`src/rtl/rf_seq_pkg.sv`:
```
// Shared types and constants for the register-file operation sequencer.
package rf_seq_pkg;

    typedef enum logic [1:0] {
        OP_ADD = 2'b00,
        OP_SUB = 2'b01,
        OP_AND = 2'b10,
        OP_XOR = 2'b11
    } op_e;

    typedef enum logic [2:0] {
        S_IDLE     = 3'd0,
        S_RD_ISSUE = 3'd1,
        S_RD_WAIT  = 3'd2,
        S_EXEC     = 3'd3,
        S_WR_ISSUE = 3'd4,
        S_RESP     = 3'd5
    } state_e;

    // Bit positions inside valid_address
    localparam int VA_RD2 = 2;
    localparam int VA_RD1 = 1;
    localparam int VA_WR  = 0;

    // Wide enough for RD_LAT-1 with RD_LAT up to 15
    localparam int CNT_W = 4;

endpackage

```
`src/rtl/rf_seq_alu.sv`:
```
// Combinational ALU for the sequencer: ADD/SUB (wrapping, signed overflow), AND, XOR.
module rf_seq_alu
    import rf_seq_pkg::*;
#(
    parameter int DATA_W = 16
) (
    input  logic [DATA_W-1:0] op_a,
    input  logic [DATA_W-1:0] op_b,
    input  logic [1:0]        op,
    output logic [DATA_W-1:0] result,
    output logic              ovf
);

    // Operation select and overflow detection
    always_comb begin
        result = {DATA_W{1'b0}};
        ovf    = 1'b0;
        case (op_e'(op))
            OP_ADD: begin
                result = op_a + op_b;
                ovf    = (op_a[DATA_W-1] == op_b[DATA_W-1]) &&
                         (result[DATA_W-1] != op_a[DATA_W-1]);
            end
            OP_SUB: begin
                result = op_a - op_b;
                ovf    = (op_a[DATA_W-1] != op_b[DATA_W-1]) &&
                         (result[DATA_W-1] != op_a[DATA_W-1]);
            end
            OP_AND: result = op_a & op_b;
            OP_XOR: result = op_a ^ op_b;
            default: begin
                result = {DATA_W{1'b0}};
                ovf    = 1'b0;
            end
        endcase
    end

endmodule

```
`src/rtl/rf_op_sequencer.sv`:
```
// Register-file initiator: read two operands, compute, write back, return result.
// Optional macro RF_SEQ_ZERO_REG_EN makes r0 read as zero and ignore writes.
module rf_op_sequencer
    import rf_seq_pkg::*;
#(
    parameter int DATA_W = 16,
    parameter int ADDR_W = 5,
    parameter int RD_LAT = 1
) (
    input  logic              clk,
    input  logic              rst_n,
    input  logic              req_valid,
    output logic              req_ready,
    input  logic [1:0]        req_op,
    input  logic [ADDR_W-1:0] req_rd,
    input  logic [ADDR_W-1:0] req_rs1,
    input  logic [ADDR_W-1:0] req_rs2,
    output logic [ADDR_W-1:0] read_address1,
    output logic [ADDR_W-1:0] read_address2,
    output logic [ADDR_W-1:0] write_address,
    output logic [DATA_W-1:0] write_data,
    output logic [2:0]        valid_address,
    input  logic [DATA_W-1:0] read_data1,
    input  logic [DATA_W-1:0] read_data2,
    output logic              rsp_valid,
    input  logic              rsp_ready,
    output logic [DATA_W-1:0] rsp_data,
    output logic              rsp_ovf
);

    state_e            state_q, state_d;
    op_e               op_q, op_d;
    logic [ADDR_W-1:0] rd_q, rd_d, ra1_q, ra1_d, ra2_q, ra2_d;
    logic [CNT_W-1:0]  cnt_q, cnt_d;
    logic [DATA_W-1:0] opa_q, opa_d, opb_q, opb_d, res_q, res_d;
    logic              ovf_q, ovf_d, rsp_valid_q, rsp_valid_d;
    logic [2:0]        va_q, va_d;
    logic [DATA_W-1:0] alu_res_s;
    logic              alu_ovf_s;

    rf_seq_alu #(.DATA_W(DATA_W)) u_alu (
        .op_a   (opa_q),
        .op_b   (opb_q),
        .op     (op_q),
        .result (alu_res_s),
        .ovf    (alu_ovf_s)
    );

    // Strobes are computed one state ahead so valid_address comes straight from a flop
    always_comb begin
        state_d     = state_q;
        op_d        = op_q;
        rd_d        = rd_q;
        ra1_d       = ra1_q;
        ra2_d       = ra2_q;
        cnt_d       = cnt_q;
        opa_d       = opa_q;
        opb_d       = opb_q;
        res_d       = res_q;
        ovf_d       = ovf_q;
        rsp_valid_d = rsp_valid_q;
        va_d        = 3'b000;
        case (state_q)
            S_IDLE: begin
                if (req_valid) begin
                    op_d           = op_e'(req_op);
                    rd_d           = req_rd;
                    ra1_d          = req_rs1;
                    ra2_d          = req_rs2;
                    va_d[VA_RD2]   = 1'b1;
                    va_d[VA_RD1]   = 1'b1;
                    state_d        = S_RD_ISSUE;
                end else begin
                    state_d = S_IDLE;
                end
            end
            S_RD_ISSUE: begin
                cnt_d   = CNT_W'(RD_LAT - 1);
                state_d = S_RD_WAIT;
            end
            S_RD_WAIT: begin
                if (cnt_q == {CNT_W{1'b0}}) begin
`ifdef RF_SEQ_ZERO_REG_EN
                    opa_d = (ra1_q == {ADDR_W{1'b0}}) ? {DATA_W{1'b0}} : read_data1;
                    opb_d = (ra2_q == {ADDR_W{1'b0}}) ? {DATA_W{1'b0}} : read_data2;
`else
                    opa_d = read_data1;
                    opb_d = read_data2;
`endif
                    state_d = S_EXEC;
                end else begin
                    cnt_d = cnt_q - CNT_W'(1);
                end
            end
            S_EXEC: begin
                res_d = alu_res_s;
                ovf_d = alu_ovf_s;
`ifdef RF_SEQ_ZERO_REG_EN
                va_d[VA_WR] = (rd_q != {ADDR_W{1'b0}});
`else
                va_d[VA_WR] = 1'b1;
`endif
                state_d = S_WR_ISSUE;
            end
            S_WR_ISSUE: begin
                rsp_valid_d = 1'b1;
                state_d     = S_RESP;
            end
            S_RESP: begin
                if (rsp_ready) begin
                    rsp_valid_d = 1'b0;
                    state_d     = S_IDLE;
                end else begin
                    state_d = S_RESP;
                end
            end
            default: begin
                rsp_valid_d = 1'b0;
                state_d     = S_IDLE;
            end
        endcase
    end

    // State and datapath registers; reset drops any in-flight command
    always_ff @(posedge clk or negedge rst_n) begin
        if (!rst_n) begin
            state_q     <= S_IDLE;
            op_q        <= OP_ADD;
            rd_q        <= {ADDR_W{1'b0}};
            ra1_q       <= {ADDR_W{1'b0}};
            ra2_q       <= {ADDR_W{1'b0}};
            cnt_q       <= {CNT_W{1'b0}};
            opa_q       <= {DATA_W{1'b0}};
            opb_q       <= {DATA_W{1'b0}};
            res_q       <= {DATA_W{1'b0}};
            ovf_q       <= 1'b0;
            rsp_valid_q <= 1'b0;
            va_q        <= 3'b000;
        end else begin
            state_q     <= state_d;
            op_q        <= op_d;
            rd_q        <= rd_d;
            ra1_q       <= ra1_d;
            ra2_q       <= ra2_d;
            cnt_q       <= cnt_d;
            opa_q       <= opa_d;
            opb_q       <= opb_d;
            res_q       <= res_d;
            ovf_q       <= ovf_d;
            rsp_valid_q <= rsp_valid_d;
            va_q        <= va_d;
        end
    end

    assign req_ready     = (state_q == S_IDLE);
    assign read_address1 = ra1_q;
    assign read_address2 = ra2_q;
    assign write_address = rd_q;
    assign write_data    = res_q;
    assign valid_address = va_q;
    assign rsp_valid     = rsp_valid_q;
    assign rsp_data      = res_q;
    assign rsp_ovf       = ovf_q;

endmodule

```
`config.mk`:
```
export PLATFORM = sky130hd
export DESIGN_NAME = rf_op_sequencer
export DESIGN_NICKNAME = d
export VERILOG_FILES = /design/src/rtl/rf_seq_pkg.sv /design/src/rtl/rf_seq_alu.sv /design/src/rtl/rf_op_sequencer.sv
export SDC_FILE = /design/constraint.sdc
export NUM_CORES = 1
export LEC_CHECK = 0
export CAP_MARGIN = 20
export CORE_ASPECT_RATIO = 0.5
export CORE_MARGIN = 5
export CORE_UTILIZATION = 42
export CTS_CLUSTER_SIZE = 10
export DETAILED_ROUTE_END_ITERATION = 6
export GPL_TIMING_DRIVEN = 1
export HOLD_SLACK_MARGIN = 0.05
export PLACE_DENSITY = 0.67
export SETUP_SLACK_MARGIN = 0.02
export SLEW_MARGIN = 25
export SYNTH_ARGS = -nofsm -noshare
export SYNTH_HDL_FRONTEND = slang
export SYNTH_SLANG_ARGS = --single-unit
export TNS_END_PERCENT = 50
```
`constraint.sdc`:
```
create_clock -name clk -period 2.67 [get_ports clk]
set_clock_uncertainty 0.05 [all_clocks]
set_input_delay 0.534 -clock clk [delete_from_list [all_inputs] [get_ports clk]]
set_output_delay 0.534 -clock clk [all_outputs]
set_load 0.005 [all_outputs]
```
==> results.yml, run 1 <==
timing:
  hold_viol: 0
  setup_viol: 0
  post-route-min-period_ns: 2.557
  hold-worst-slack_ns: 0.1525
  tightestPinTransition_ns: 0.8880
  slew_headroom_pct: 40.80
  min_period_over_period_pct: 95.76
  rsz0062_at_grt: "no"
  tns_ns: 0
  maxSlewViolCount: 0
  fmax_mhz: 391.1
global_route:
  grt_max_degree: 46
  first_global_vias: 4336
  grt_pass1_wl_mm: 21.89
  grt_usage_pct: 18.59
  grt_overflow: 0
  grt_antenna_before_repair: 0
setup_path:
  crit_slowest_cell: "dfrtp_1"
  crit_family: "compound AO/OA/AOI/OAI gates"
  worstPathMaxFanout: 5
  endpoint_kind: "register"
  arrival_ns: 2.75
  critPathLaunchType: "register"
  crit_required_ns: 2.86
  slowest_delay_ns: 0.44
  crit_type: "reg2reg"
  worstPathCellList: "ha_1, nand2b_1, a221o_1, a211oi_4, o31ai_2, xor2_1, or4_1, o311ai_1"
  path_buf_inv: 0
placed_design:
  hpwl_mm: 9.936
  gp_congestion: 0.9877
  io_buffers: 105
  dp_cells: 785
cells_and_area:
  final_cells: 804
  antenna-diode-count: 0
  area_growth_pct: 30.28
  nets: 722
  drive_gt1_share_pct: 18.00
yosys:
  syn_area_um2: 5095
  synth.yosys.warnings: 0
  synth_flop_cell: "dfrtp_1"
  synth_top_area_cell: "dfrtp_1"
  ys_ff_latch: 76
  synth_area_per_cell_um2: 9.383
  syn_nets: 631
  synth_edf_count: 0
  async_reset_ff_share_pct: 100.0
  yosysUniqueCellTypes: 71
  synth_area_leaders: "dfrtp_1 37%, mux2_2 11%, ha_1 8.1%, a21oi_1 3.4%, nand2_1 3.2%"
  yosysSeqAreaShare_pct: 37.33
  yosys.area.top_type_share_pct: 37.33
  netlist_instances: 543
power:
  powerDensity_nw_per_um2: 1561
  seq_power_share_pct: 21.7
  power.internal_mw: 5.844
  cellLeakagePower_nw: 2.841
  peakVddDrop_uv: 491.3
  p_sw_mw: 4.514
  p_comb_share_pct: 65.3
  p_sw_share_pct: 43.58
  clockPowerShare_pct: 13.0
route:
  ant_nets: 0
  routed_wl_mm: 13.28
  viasPerCell: 5.396
  drc: 0
  drt-pass1-iter-count: 5
  vias: 4338
  routedWlPerCell_um: 16.52
  drtIter0Drc: 303
clock_network:
  clock_path_buffers: 2
  holdBufCountCts: 0
  cts_tree: "done"
  clock_latency_ns: 0.34
  cts.sinks: 76
  path_clk_slew_ns: 0.06
  root_buffer: "clkbuf_16"
  cts-htree-levels: 3
  numCtsBuffers: 9
floorplanning:
  die_y_um: 87.88
  ios: 106
  num_rows: 28
  die_area_um2: 14570
  initial_core_util_pct: 43.03
  die_x_um: 165.8
  core_area_um2: 11840
job:
  drv_cap: 0
outcome:
  outcome: "finished, final reports clean"
min_path:
  hold_class: "in2async"
[cells in the mapped netlist, types with 5 or more instances]
cell type / n
a21oi_1: 35
a31oi_1: 5
buf_2: 12
buf_4: 18
clkbuf_1: 18
dfrtp_1: 76
ha_1: 33
inv_1: 35
inv_2: 5
mux2_2: 49
mux2i_1: 6
nand2_1: 43
nand2b_1: 6
nand3_1: 8
nand4_1: 5
nor2_1: 41
nor2b_1: 7
nor3_1: 12
nor4_1: 5
o21ai_0: 28
o31ai_1: 7
xnor2_1: 7
[kinds of logic (layout without fill, tap and decap cells)]
group | count (synthesis) | in the layout | share of synthesized area, %
mux | 58 | 58 | 12.89
fa+ha+maj | 35 | 35 | 8.890
simple gates | 145 | 145 | 13.78
buf+inv | 91 | 187 | 8.620
compound gates | 128 | 128 | 16.77
xor+xnor | 10 | 10 | 1.719
flops | 76 | 76 | 37.33
[repair_timing]
action | CTS | global route
setup endpoints to repair | 0 | 6
buffers inserted | 0 | 3
resized for setup | 0 | 10
hold endpoints to repair | 0 | 0
[worst reg2reg max path, cell delays in order, from the launching register on]
cell      delay, ns
dfrtp_1        0.44
ha_1           0.35
nand2b_1       0.18
a221o_1        0.37
a211oi_4       0.31
o31ai_2        0.13
xor2_1         0.15
or4_1          0.41
o311ai_1       0.08
[placed cells by master, fill, tap and decap left out, drive strengths merged, types with 3 or more instances in the layout]
master / instances
nand2b: 6
a21o: 3
clkdlybuf4s50: 104
a211oi: 5
inv: 41
ha: 33
nor2: 41
a21oi: 36
o311ai: 4
o211ai: 3
a22oi: 4
clkbuf: 10
o21a: 4
clkinv: 3
buf: 26
nand4: 5
mux2i: 6
a31oi: 6
xnor2: 7
mux2: 51
o31ai: 8
nor2b: 7
nand2: 43
nor4: 5
dfrtp: 76
nor3: 13
xor2: 3
o21ai: 32
nand3: 9
[routing by layer]
metal	track usage [%]	vias up	wire length [µm]
li1	-	2077	-
met1	25.10	2107	6153
met2	29.92	141	6048
met3	5.095	13	922
met4	5.090	0	156
met5	0	-	0
[power by group through the flow]
stage          Clock (mW)  Combinational [mW]  Sequential, mW
2_1_floorplan           0                4.62            2.07
3_3_place_gp            0                6.45            2.23
3_5_place_dp            0                6.48            2.27
4_1_cts              1.38                6.54            2.26
5_1_grt              1.44                7.44            2.35
6_report             1.35                6.76            2.25
[sequential cells by signal, summed over array words and instances (netlist names)]
| signal | cells |
|---|---|
| opa_q | 16 |
| rsp_valid | 1 |
| write_address | 5 |
| op_q | 2 |
| opb_q | 16 |
| state_q | 3 |
| rsp_ovf | 1 |
| read_address1 | 5 |
| rsp_data | 16 |
| cnt_q | 4 |
| valid_address | 2 |
| read_address2 | 5 |
[final cells by class]
class,instances,area (µm²)
Sequential cell,76,1903
Tap cell,165,206.4
Multi-Input combinational cell,376,2800
Fill cell,1089,5204
Clock inverter,6,86.33
Timing Repair Buffer,130,1249
Inverter,41,153.9
Clock buffer,10,239.0
[stage by stage]
step / utilization (%) / setup WS, ns / area (µm²) / power (mW)
4_1_cts: 55.46 / 0.03910 / 6568 / 10.17
3_5_place_dp: 52.72 / 0.03603 / 6242 / 8.755
2_1_floorplan: - / 0.2642 / 5095 / 6.688
5_1_grt: 56.05 / 0.003809 / 6638 / 11.23
6_report: 56.05 / 0.1133 / 6638 / 10.36
3_3_place_gp: 52.72 / 0.1048 / 6242 / 8.683
[path summary, 6_finish.rpt]
kind	start	to	slack, ns	cells past startpoint
worst max register to register	opa_q[1]$_DFFE_PN0P_	rsp_ovf$_DFFE_PN0P_	0.11	8
max in group asynchronous	rst_n	opa_q[10]$_DFFE_PN0P_	1.82	2
worst max-delay path	opa_q[1]$_DFFE_PN0P_	rsp_ovf$_DFFE_PN0P_	0.11	8
worst min-delay path	rst_n	cnt_q[1]$_DFFE_PN0P_	0.15	1
worst min register to register	write_address[1]$_DFFE_PN0P_	write_address[1]$_DFFE_PN0P_	0.45	1
min in group clk	write_address[1]$_DFFE_PN0P_	write_address[1]$_DFFE_PN0P_	0.45	1
Note: power is estimated with default switching activity, not from simulation.
==> run 2, diff against run 1 <==
--- a/config.mk
+++ b/config.mk
@@ -15,3 +15,3 @@
 export HOLD_SLACK_MARGIN = 0.05
-export PLACE_DENSITY = 0.67
+export PLACE_DENSITY = 0.74
 export SETUP_SLACK_MARGIN = 0.02
--- a/constraint.sdc
+++ b/constraint.sdc
@@ -4,2 +4,2 @@
 set_output_delay 0.534 -clock clk [all_outputs]
-set_load 0.005 [all_outputs]
+set_load 0.01 [all_outputs]
==> run 2 against run 1 <==
Sequential cell count unchanged. Clock power is essentially flat. Worst hold slack got worse by 0.012 ns. Final cell count did not move. Critical path depth grew 2. First-iteration DRC count increased by 48%. Register-to-register slack is essentially flat. Wire length grew 1.2%. Highest routed layer is now met5.
==> results.yml, run 2 (synthesized netlist as in run 1, its figures left out) <==
timing:
  setup_ws_ns: 0.1034
  fmax_mhz: 389.6
  tns_ns: 0
  slew_headroom_pct: 47.38
  tightestPinTransition_ns: 0.7893
  hold_viol: 0
  rsz0062_at_grt: "yes"
  min_period_over_period_pct: 96.13
  hold-worst-slack_ns: 0.1410
  maxSlewViolCount: 0
  post-route-min-period_ns: 2.567
  setup_viol: 0
placed_design:
  hpwl_mm: 10.12
  io_buffers: 105
  pre_cts_ws_ns: -0.005609
  placed_area_um2: 6237
  gp_congestion: 0.9056
  dp_cells: 786
power:
  p_sw_share_pct: 44.63
  cellLeakagePower_nw: 2.828
  power.internal_mw: 5.845
  finalPower_mw: 10.56
  p_comb_share_pct: 66.4
  p_sw_mw: 4.711
  clockPowerShare_pct: 12.5
  peakVddDrop_uv: 527.2
  seq_power_share_pct: 21.2
  powerDensity_nw_per_um2: 1588
floorplanning:
  ios: 106
  num_rows: 28
  initial_core_util_pct: 43.03
  core_area_um2: 11840
  die_x_um: 165.8
  die_y_um: 87.88
  die_area_um2: 14570
clock_network:
  root_buffer: "clkbuf_16"
  clock_latency_ns: 0.33
  numCtsBuffers: 9
  cts_tree: "done"
  cts.sinks: 76
  holdBufCountCts: 0
  cts-htree-levels: 3
  clock_path_buffers: 2
  path_clk_slew_ns: 0.06
global_route:
  grt_use_met3_pct: 5.951
  grt_overflow: 0
  first_global_vias: 4165
  grt_use_met1_pct: 26.45
  grt_max_degree: 42
  grt_antenna_before_repair: 1
  grt_pass1_wl_mm: 21.84
  grt_usage_pct: 18.47
  met2_usage_pct: 27.33
  busiest_layer: "met2"
setup_path:
  r2r_setup_slack_ns: 0.10
  crit_required_ns: 2.84
  critPathLaunch: "opa_q[0]$_DFFE_PN0P_"
  r2r_cells: 10
  crit_family: "simple AND/OR/NAND/NOR gates"
  arrival_ns: 2.73
  critPathLaunchType: "register"
  endpoint_kind: "register"
  slowest_delay_ns: 0.48
  r2r-start: "opa_q[0]$_DFFE_PN0P_"
  timing.rr.end: "rsp_data[10]$_DFFE_PN0P_"
  crit_slowest_cell: "or4b_4"
  worstPathMaxFanout: 4
  path_buf_inv: 1
  worstPathCellList: "inv_1, ha_2, fa_2, nor2b_2, o31a_1, or4b_4, nand3_4, mux2i_1, nand3_1, o22a_1"
  crit_type: "reg2reg"
job:
  drv_cap: 0
cells_and_area:
  nets: 723
  final_cells: 804
  fin_area_um2: 6646
  antenna-diode-count: 0
  area_growth_pct: 30.45
  final_common_cell: "clkdlybuf4s50_1"
  drive_gt1_share_pct: 19.09
  utilization_pct: 56.13
  final_cell_mix: "104 x clkdlybuf4s50_1, 74 x dfrtp_1, 49 x mux2_2"
route:
  drt-pass1-iter-count: 7
  drc: 0
  viasPerCell: 5.464
  drtIter0Drc: 448
  routed_wl_mm: 13.44
  vias: 4393
  ant_nets: 0
  routedWlPerCell_um: 16.72
outcome:
  outcome: "finished, final reports clean"
min_path:
  hold_class: "in2async"
==> run 2: power by group through the flow <==
stage	Combinational [mW]	Clock [mW]	Sequential, mW
finish	7.01	1.32	2.24
global route	7.65	1.39	2.33
CTS	6.73	1.34	2.23
detailed placement	6.63	0	2.25
global placement	6.53	0	2.21
floorplan	4.67	0	2.17
==> run 2: how the worst max path moves through the flow <==
stage | slack (ns) | depth (start not counted) | endpoint
after floorplan | 0.26 | 10 | rsp_data[12]$_DFFE_PN0P_
after global placement | 0.06 | 9 | rsp_ovf$_DFFE_PN0P_
after detailed placement | -0.006 | 10 | rsp_data[10]$_DFFE_PN0P_
after CTS | 0.004 | 9 | rsp_ovf$_DFFE_PN0P_
after global routing | -0.02 | 9 | rsp_ovf$_DFFE_PN0P_
final | 0.10 | 10 | rsp_data[10]$_DFFE_PN0P_
==> run 2: metal layers <==
metal / up-vias / share of wire [%] / wire length (µm)
met5: - / 0.082 / 11
li1: 2083 / - / -
met4: 2 / 1.3 / 173
met1: 2065 / 47 / 6264
met3: 20 / 9.5 / 1277
met2: 223 / 43 / 5717
==> run 2: area by class of cell <==
cell class	instances	area, µm²
clock buffers	11	242.7
clock inverters	4	73.82
fillers	1060	5195
inverters	41	153.9
multi-input cells	376	2821
flip-flops and latches	76	1904
well taps	165	206.4
repair buffers	131	1244
==> run 2: repair_timing <==
item	CTS	global route
endpoints found under the setup margin	3	5
pin swaps	1	1
setup buffers	1	2
hold endpoints to repair	0	0
resized for setup	2	16
==> run 2: worst register-to-register path: cells and delay by family (launching register included) <==
family | cells | cell delay, ns
and+or+nand+nor | 4 | 0.84
adders and majority gates | 2 | 0.58
DFF | 1 | 0.36
AOI/OAI and AO/OA | 2 | 0.36
muxes | 1 | 0.21
buffers and inverters | 1 | 0.06
